[src/rtl/fx3_rpath_feeder_if.sv]
// Stream-in and ping-pong read-side FIFO signals of the FX3 read path feeder.
// master is the feeder itself; slave is whatever drives the stream and models the bus.
interface fx3_rpath_feeder_if;
  logic [31:0] i_data;
  logic        i_valid;
  logic        o_ready;
  logic        i_flush;
  logic [1:0]  i_rpath_ready;
  logic [1:0]  o_rpath_activate;
  logic [23:0] i_rpath_size;
  logic [31:0] o_rpath_data;
  logic        o_rpath_strobe;
  logic        o_idle;
  logic [31:0] o_packet_count;

  modport master (
    input  i_data, i_valid, i_flush, i_rpath_ready, i_rpath_size,
    output o_ready, o_rpath_activate, o_rpath_data, o_rpath_strobe, o_idle, o_packet_count
  );

  modport slave (
    output i_data, i_valid, i_flush, i_rpath_ready, i_rpath_size,
    input  o_ready, o_rpath_activate, o_rpath_data, o_rpath_strobe, o_idle, o_packet_count
  );
endinterface

[src/rtl/fx3_rpath_feeder.sv]
// Packs a valid/ready word stream into the FX3 dual ping-pong read buffers,
// alternating buffers and closing short packets on flush or inactivity timeout.
module fx3_rpath_feeder #(
  parameter int TIMEOUT_WIDTH  = 16,
  parameter int TIMEOUT_CYCLES = 1024
) (
  input  logic                clk,
  input  logic                rst,
  fx3_rpath_feeder_if.master  f
);

  localparam bit TO_EN = (TIMEOUT_CYCLES != 0);
  localparam logic [TIMEOUT_WIDTH-1:0] TO_LAST =
    (TIMEOUT_CYCLES == 0) ? '0 : TIMEOUT_WIDTH'(TIMEOUT_CYCLES - 1);

  typedef enum logic [1:0] {S_IDLE, S_WRITE, S_RELEASE} state_t;

  state_t                   state, state_nxt;
  logic [1:0]               act;
  logic                     last_ch;
  logic                     first;
  logic [23:0]              cnt, cnt_nxt, size_r, size_eff;
  logic [TIMEOUT_WIDTH-1:0] tmo;
  logic [31:0]              data_p1;
  logic                     vld_p1;
  logic [31:0]              pkt_cnt;
  logic                     ready, xfer, start, close;
  logic [1:0]               pick;

  // The buffer size is only valid once activate is up, so the first WRITE
  // cycle uses it directly while it is being latched.
  always_comb begin
    size_eff = first ? f.i_rpath_size : size_r;
    ready    = (state == S_WRITE) && (cnt < size_eff);
    xfer     = ready && f.i_valid;
    cnt_nxt  = cnt + {23'd0, xfer};
    start    = (state == S_IDLE) && f.i_valid && (f.i_rpath_ready != 2'b00);
    if (&f.i_rpath_ready) pick = last_ch ? 2'b01 : 2'b10;
    else                  pick = f.i_rpath_ready;
    close    = (state == S_WRITE) &&
               ((cnt_nxt >= size_eff) ||
                (f.i_flush && (cnt_nxt != '0)) ||
                (TO_EN && (tmo == TO_LAST) && (cnt != '0)));
  end

  always_ff @(posedge clk) begin
    if (rst) state <= S_IDLE;
    else     state <= state_nxt;
  end

  always_comb begin
    state_nxt = state;
    case (state)
      S_IDLE:    if (start) state_nxt = S_WRITE;
      S_WRITE:   if (close) state_nxt = S_RELEASE;
      S_RELEASE: state_nxt = S_IDLE;
      default:   state_nxt = S_IDLE;
    endcase
  end

  always_comb begin
    f.o_ready          = ready;
    f.o_rpath_activate = act;
    f.o_rpath_data     = data_p1;
    f.o_rpath_strobe   = vld_p1;
    f.o_idle           = (state == S_IDLE) && (act == 2'b00);
    f.o_packet_count   = pkt_cnt;
  end

  // p1: accepted word and its strobe, one cycle after the transfer
  always_ff @(posedge clk) begin
    if (rst) begin
      act     <= 2'b00;
      last_ch <= 1'b1;
      first   <= 1'b0;
      cnt     <= '0;
      size_r  <= '0;
      tmo     <= '0;
      data_p1 <= '0;
      vld_p1  <= 1'b0;
      pkt_cnt <= '0;
    end else begin
      vld_p1 <= xfer;
      if (xfer) data_p1 <= f.i_data;
      case (state)
        S_IDLE: begin
          if (start) begin
            act   <= pick;
            cnt   <= '0;
            tmo   <= '0;
            first <= 1'b1;
          end
        end
        S_WRITE: begin
          first <= 1'b0;
          if (first) size_r <= f.i_rpath_size;
          cnt <= cnt_nxt;
          if (xfer)            tmo <= '0;
          else if (tmo != '1)  tmo <= tmo + 1'b1;
        end
        S_RELEASE: begin
          act     <= 2'b00;
          last_ch <= act[1];
          pkt_cnt <= pkt_cnt + 32'd1;
        end
        default: ;
      endcase
    end
  end

endmodule

[src/flat_wrapper.sv]
// flat-port wrapper written by rule: the top's interface ports become plain ports
module fx3_rpath_feeder_flat 
#(
  parameter int TIMEOUT_WIDTH  = 16,
  parameter int TIMEOUT_CYCLES = 1024
)
  (clk, rst, f_i_data, f_i_valid, f_i_flush, f_i_rpath_ready, f_i_rpath_size, f_o_ready, f_o_rpath_activate, f_o_rpath_data, f_o_rpath_strobe, f_o_idle, f_o_packet_count);
  fx3_rpath_feeder_if f_i ();
  input  logic clk;
  input  logic rst;
  input wire logic [$bits(f_i.i_data)-1:0] f_i_data;
  input wire logic [$bits(f_i.i_valid)-1:0] f_i_valid;
  input wire logic [$bits(f_i.i_flush)-1:0] f_i_flush;
  input wire logic [$bits(f_i.i_rpath_ready)-1:0] f_i_rpath_ready;
  input wire logic [$bits(f_i.i_rpath_size)-1:0] f_i_rpath_size;
  output wire logic [$bits(f_i.o_ready)-1:0] f_o_ready;
  output wire logic [$bits(f_i.o_rpath_activate)-1:0] f_o_rpath_activate;
  output wire logic [$bits(f_i.o_rpath_data)-1:0] f_o_rpath_data;
  output wire logic [$bits(f_i.o_rpath_strobe)-1:0] f_o_rpath_strobe;
  output wire logic [$bits(f_i.o_idle)-1:0] f_o_idle;
  output wire logic [$bits(f_i.o_packet_count)-1:0] f_o_packet_count;
  assign f_i.i_data = f_i_data;
  assign f_i.i_valid = f_i_valid;
  assign f_i.i_flush = f_i_flush;
  assign f_i.i_rpath_ready = f_i_rpath_ready;
  assign f_i.i_rpath_size = f_i_rpath_size;
  assign f_o_ready = f_i.o_ready;
  assign f_o_rpath_activate = f_i.o_rpath_activate;
  assign f_o_rpath_data = f_i.o_rpath_data;
  assign f_o_rpath_strobe = f_i.o_rpath_strobe;
  assign f_o_idle = f_i.o_idle;
  assign f_o_packet_count = f_i.o_packet_count;
  fx3_rpath_feeder #(.TIMEOUT_WIDTH(TIMEOUT_WIDTH), .TIMEOUT_CYCLES(TIMEOUT_CYCLES)) u_core (.clk(clk), .rst(rst), .f(f_i));
endmodule
[config.mk]
export PLATFORM = sky130hd
export DESIGN_NAME = fx3_rpath_feeder_flat
export DESIGN_NICKNAME = d
export VERILOG_FILES = /design/src/rtl/fx3_rpath_feeder_if.sv /design/src/rtl/fx3_rpath_feeder.sv /design/src/flat_wrapper.sv
export SDC_FILE = /design/constraint.sdc
export NUM_CORES = 1
export LEC_CHECK = 0
export CAP_MARGIN = 20
export CORE_MARGIN = 2
export CORE_UTILIZATION = 30
export CTS_CLUSTER_SIZE = 30
export DETAILED_ROUTE_END_ITERATION = 8
export SLEW_MARGIN = 20
export SYNTH_ARGS = -nofsm -noshare
export SYNTH_HDL_FRONTEND = slang
export SYNTH_SLANG_ARGS = --single-unit
[constraint.sdc]
create_clock -name clk -period 5.25 [get_ports clk]
set_input_delay 1.05 -clock clk [delete_from_list [all_inputs] [get_ports clk]]
set_output_delay 1.05 -clock clk [all_outputs]
set_load 0.01 [all_outputs]
-- Word-level counts from Yosys, hierarchy flattened
Index checks and enable logic that the tools add are counted.
- logic and storage cells: 60
- output and inout port bits: 69
- input bits: 62
- flip-flop bits (word level): 135
- reductions and logical operators: 22
- $lt $le $gt $ge: 2
- add/subtract/negate cells: 3
- mux-type cells: 16
- equality and inequality tests: 7
- operators by type and width (kind ; number):
    2-to-1 mux 16 bit ; 3
    2-to-1 mux 24 bit ; 2
    one-hot mux 24 bit (2 select lines) ; 1
    nonzero test 24 bit ; 2
    adder 32 x 1 -> 32 bit, second input constant ; 1
    one-hot mux 16 bit (2 select lines) ; 1
    adder 24 x 1 -> 24 bit ; 1
    >= comparator 24 bit ; 1
    < comparator 24 bit ; 1
    adder 16 x 1 -> 16 bit, second input constant ; 1
    == test 16 x 10 -> 1 bit, second input constant ; 1
    inequality test 16 bit, second input constant ; 1
    2-to-1 mux 2 bit ; 5
    logical AND 1 bit ; 8
    one-hot mux 2 bit (2 select lines) ; 2
    AND reduction 2 bit ; 4
    nonzero test 2 bit ; 3
    zero test 2 bit ; 2
    inequality test 2 x 1 -> 1 bit, second input constant ; 2
    inequality test 3 x 2 -> 1 bit, second input constant ; 1
    AND reduction 3 bit ; 1
    == test 2 x 1 -> 1 bit, second input constant ; 1
    == test 2 bit, second input constant ; 1
    logical OR 1 bit ; 2
    other kinds (2) ; 2

-- Logic depth before layout (Yosys ltp)
- depth after elaboration: 12
- mapped depth: 26
- gate-level depth less buffers: 22

-- Least setup slack after synthesis
No wires, ideal clock.
- path kind: input port to flip-flop
- start point: input f_i_rpath_size[5]
- end point: register u_core.state[0]
- path buffers: 1
- setup slack: -0.022 ns
- required time: 5.190 ns
- stages: 23
- arrival: 5.212 ns
- setup time: 0.060 ns
- path through: mux2i_1 > ha_1 > a21o_1 > a21oi_1 > nor2b_1 > o311ai_4 > nand3_4 > inv_4 > buf_4 > ha_1 > ha_1 > nand3_1 > nor2_2 > nand2_1 > xnor2_1 > ha_1 > a21o_1 > a21o_1 > a2111oi_0 > o21ai_0 > a21oi_1 > o2111a_1 > o221a_1
- longest elaborated chain between the ends: 12
- elaborated cells on any way between the ends: 13
- those cells by class: add/sub: 1; order compare: 2; eq/ne: 1; mux: 1; reduce/logical: 8
- ends and longest elaborated chain (element ; line ; text):
    from (decl) ; flat_wrapper.sv:15 ; input wire logic [$bits(f_i.i_rpath_size)-1:0] f_i_rpath_size;
    2-to-1 mux 24 bit (*) ; n/a ;
    < comparator 24 bit (*) ; fx3_rpath_feeder.sv:34 ; ready = (state == S_WRITE) && (cnt < size_eff);
    logical AND 1 bit (*) ; fx3_rpath_feeder.sv:34 ;
    logical AND 1 bit (*) ; fx3_rpath_feeder.sv:35 ; xfer = ready && f.i_valid;
    named net u_core.xfer ; fx3_rpath_feeder.sv:27 ; logic ready, xfer, start, close;
    adder 24 x 1 -> 24 bit (*) ; fx3_rpath_feeder.sv:36 ; cnt_nxt = cnt + {23'd0, xfer};
    parallel branches: the longest is 2 deep, another holds >= comparator 24 bit ; n/a ;
    logical OR 1 bit (*) ; fx3_rpath_feeder.sv:41 ; ((cnt_nxt >= size_eff) ||
    logical OR 1 bit (*) ; fx3_rpath_feeder.sv:42 ; (f.i_flush && (cnt_nxt != '0)) ||
    logical AND 1 bit (*) ; fx3_rpath_feeder.sv:40 ; close = (state == S_WRITE) &&
    inequality test 2 x 1 -> 1 bit (no source line) (*) ; n/a ;
    AND reduction 2 bit (no source line) (*) ; n/a ;
    to (signal assigned) ; fx3_rpath_feeder.sv:48 ; else state <= state_nxt;
    to (decl) ; fx3_rpath_feeder.sv:18 ; state_t state, state_nxt;
Mark *: on every way through the listed nets, which the timed path passes.
A chain may end at the register's enable or synchronous reset.

-- Worst setup path after layout
- start point: input f_i_rpath_size[23]
- end point: register u_core.state[0]
- longest elaborated chain between the ends: 12
- elaborated cells on any way between the ends: 13
- those cells by class: add/sub: 1; order compare: 2; eq/ne: 1; mux: 1; reduce/logical: 8
- ends and longest elaborated chain (element ; line):
    2-to-1 mux 24 bit (*) ; n/a
    parallel branches: the longest is 6 deep, another holds < comparator 24 bit ; n/a
    logical OR 1 bit (*) ; fx3_rpath_feeder.sv:41
    logical OR 1 bit (*) ; fx3_rpath_feeder.sv:42
    logical AND 1 bit (*) ; fx3_rpath_feeder.sv:40
    inequality test 2 x 1 -> 1 bit (no source line) (*) ; n/a
    AND reduction 2 bit (no source line) (*) ; n/a
Mark *: on every way between the ends.

==> flow_summary.toml <==
[status]
outcome = "complete, no violations"

[flow_run]
drv_cap = 0

[sta]
fin_skew_ns = 0.0165
max_slew.worst_pin.slew_ns = 0.829
fmaxAchievable_ghz = 0.200
finalSetupViolCount = 0
fin_crit_ns = 5.00
setup_slack_ns = 0.246
slew_viol_final = 0
rsz0062_at_grt = "no"
post-route-period-util = 0.953
slew_headroom = 0.445
hold_viol = 0

[routing]
drcViolationCount = 0
vias = 6818
vias_per_cell = 4.93
drt-initial-drc-count = 321
routedWlPerCell_um = 14.9
drt_wl_total_um = 20700
ant_nets = 0
drtPass1Iterations = 4

[synth]
yosys.cell_types.count = 64
netlist.area_leader.share = 0.354
async_flop_share = 0
synth_flop_cell = "dfxtp_1"
avgSynthCellArea_um2 = 8.79
ys_seq_area_frac = 0.354
syn-num-nets = 982
yosysTopAreaCell = "dfxtp_1"
yosys_warnings = 0
synthesis.instances = 869
synthTopCellsByArea = "dfxtp_1 35%, ha_1 8.4%, mux2i_1 8.0%"
synth_seq_cells = 135
synth-edff-count = 0
synth_area_mm2 = 0.00764

[cells_and_area]
nFillCells = 2574
final_cell_mix = "135 x dfxtp_1, 133 x nor2_1, 129 x clkdlybuf4s50_1"
final_nets = 1153
final_common_cell = "dfxtp_1"
regArea_mm2 = 0.00270
fin_area_mm2 = 0.0103
area_delta_synth_final_pct = 35.1
layout-drive-gt1-share = 0.139
multi_input_area_mm2 = 0.00469

[die]
die_w_um = 164
num_io_pins = 131
initial_core_util = 0.304
die_y_um = 164
design.die.area_mm2 = 0.0268
rows = 58
core_area_mm2 = 0.0251

[grt]
grt_max_degree = 66
grt_first_pass_wirelength_um = 34300
antenna_found_initial = 1
grt_remaining_overflow = 0
grt_pass1_vias = 6626
grt_usage = 0.161

[placed_design]
place_congestion = 0.867
post-place-ws_ns = -0.497
portBuffers = 130
dp_hpwl_um = 14700
dpl_cell_area_mm2 = 0.00964

[power]
clkPwrFrac = 0.436
combPwrFrac = 0.178
switching_share = 0.304
p_leak_nw = 3.94
p_switching_mw = 0.858
p_int_mw = 1.96
pwr-share-seq = 0.386
powerDensity_mw_per_mm2 = 273
power.total_mw = 2.82
peakVddDrop_uv = 169

[setup_path]
cp.arrival_ns = 5.38
crit_type = "in -> reg"
rr_worst_depth = 23
crit_required_ns = 5.62
rrSetupSlack_ns = 0.60
critPathLaunch = "f_i_rpath_size[23]"
start_kind = "input pin"
endpoint_kind = "flip-flop"
regToRegStartpoint = "u_core.first"
worstPathMaxFanout = 4
reg2reg_to = "u_core.state[0]"

[clocking]
htree_num_levels = 4
cts_setup_buffers = 0
cts_buffers = 17
cts-root-buf = "clkbuf_16"
clock_latency_ns = 0.44
clk_pin_slew_ns = 0.07
cts_tree = "done"
numClockSinks = 135
ctsHoldBuffers = 0
ctsLongestPathBuffers = 2

[worst_hold_path]
min_path_cells = 2
worst_hold_path_type = "reg -> reg"
hp-start = "u_core.tmo[10]"
hold_end = "u_core.tmo[10]"
## synth_stat cells, drive strengths merged, types with 3 or more instances
library cell and number:
xor2 29, or3 15, a22oi 15, nor4 15, a21oi 41, a211oi 30
nor2 135, nand2 53, a31oi 12, nor3 20, mux2i 62, nor2b 4
dfxtp 135, xnor2 23, o311ai 5, ha 51, nand4b 3, nand3 41
clkbuf 34, a21o 9, and3 15, nand4 22, or2 3, and2 4
buf 17, o21ai 30, and4 7, nand2b 5, inv 12
## worst max-delay path: stages
cell,delay [ns]
clkdlybuf4s50_1,0.40
mux2i_1,0.22
ha_1,0.28
nand4_1,0.20
nor4_4,0.10
a211oi_2,0.25
o211a_1,0.26
nand3_4,0.10
inv_4,0.09
ha_4,0.16
ha_2,0.21
nand3_4,0.12
nor2_4,0.12
nand2_1,0.08
xnor2_1,0.13
ha_1,0.19
a21o_1,0.15
a21o_1,0.19
a2111oi_2,0.34
o21ai_1,0.11
a21oi_2,0.15
o2111a_1,0.26
o221a_1,0.18
## worst max-delay path by stage
stage                      end  cells past startpoint
2_1_floorplan  u_core.state[0]                     23
3_3_place_gp   u_core.state[0]                     23
3_5_place_dp   u_core.state[0]                     21
4_1_cts        u_core.state[0]                     21
5_1_grt        u_core.state[1]                     21
6_report       u_core.state[0]                     23
## sequential cells by signal, indices dropped and copies added (netlist names)
name,count
u_core.tmo,16
u_core.f.o_rpath_strobe,1
u_core.f.o_rpath_activate,2
u_core.state,2
u_core.size_r,24
u_core.last_ch,1
u_core.f.o_rpath_data,32
u_core.cnt,24
u_core.first,1
u_core.f.o_packet_count,32
## cell type report
cell class / instances / area share
inverter: 12 / 0.00461
timing repair buffer: 203 / 0.180
clock inverter: 15 / 0.0178
multi-input combinational: 671 / 0.454
antenna: 1 / 0.000242
tap: 330 / 0.0400
sequential: 135 / 0.262
clock buffer: 17 / 0.0412
## power by group through the flow
stage | sequential, mW | combinational [mW] | clock, mW
final | 1.09 | 0.503 | 1.23
after global routing | 1.09 | 0.559 | 1.31
after CTS | 1.09 | 0.499 | 1.26
after detailed placement | 1.11 | 0.495 | 0
after global placement | 1.11 | 0.492 | 0
after floorplan | 1.11 | 0.274 | 0
## cell families (layout without fill, tap and decap cells)
| logic type | after synthesis | after routing | synth area share |
|---|---|---|---|
| simple gates | 347 | 347 | 0.235 |
| compound gates | 158 | 158 | 0.139 |
| flops | 135 | 135 | 0.354 |
| mux | 63 | 63 | 0.0832 |
| buf+inv | 63 | 247 | 0.0457 |
| xor+xnor | 52 | 52 | 0.0596 |
| fa+ha+maj | 51 | 51 | 0.0835 |
| other cells | 0 | 1 | 0 |
## layer usage
metal | track usage | up-vias | routed length [um]
li1 | - | 3507 | -
met1 | 0.212 | 3154 | 9460
met2 | 0.250 | 144 | 9580
met3 | 0.0549 | 13 | 1440
met4 | 0.0431 | 0 | 194
met5 | 0 | - | 0
## repair_timing
item | in CTS | in global routing
pin swaps | 1 | 5
gates resized for setup | 2 | 16
setup endpoints to repair | 2 | 2
## stage by stage
stage | setup TNS (ns) | util | std cells | hold WS [ns]
floorplan | 0 | - | 869 | 0.429
global placement | -0.740 | 0.384 | 1351 | 0.452
detailed placement | -0.975 | 0.384 | 1351 | 0.455
CTS | 0 | 0.408 | 1383 | 0.466
global route | 0 | 0.411 | 1384 | 0.505
finish | 0 | 0.411 | 1384 | 0.470
No activity file was read; power rests on OpenSTA's default activity.
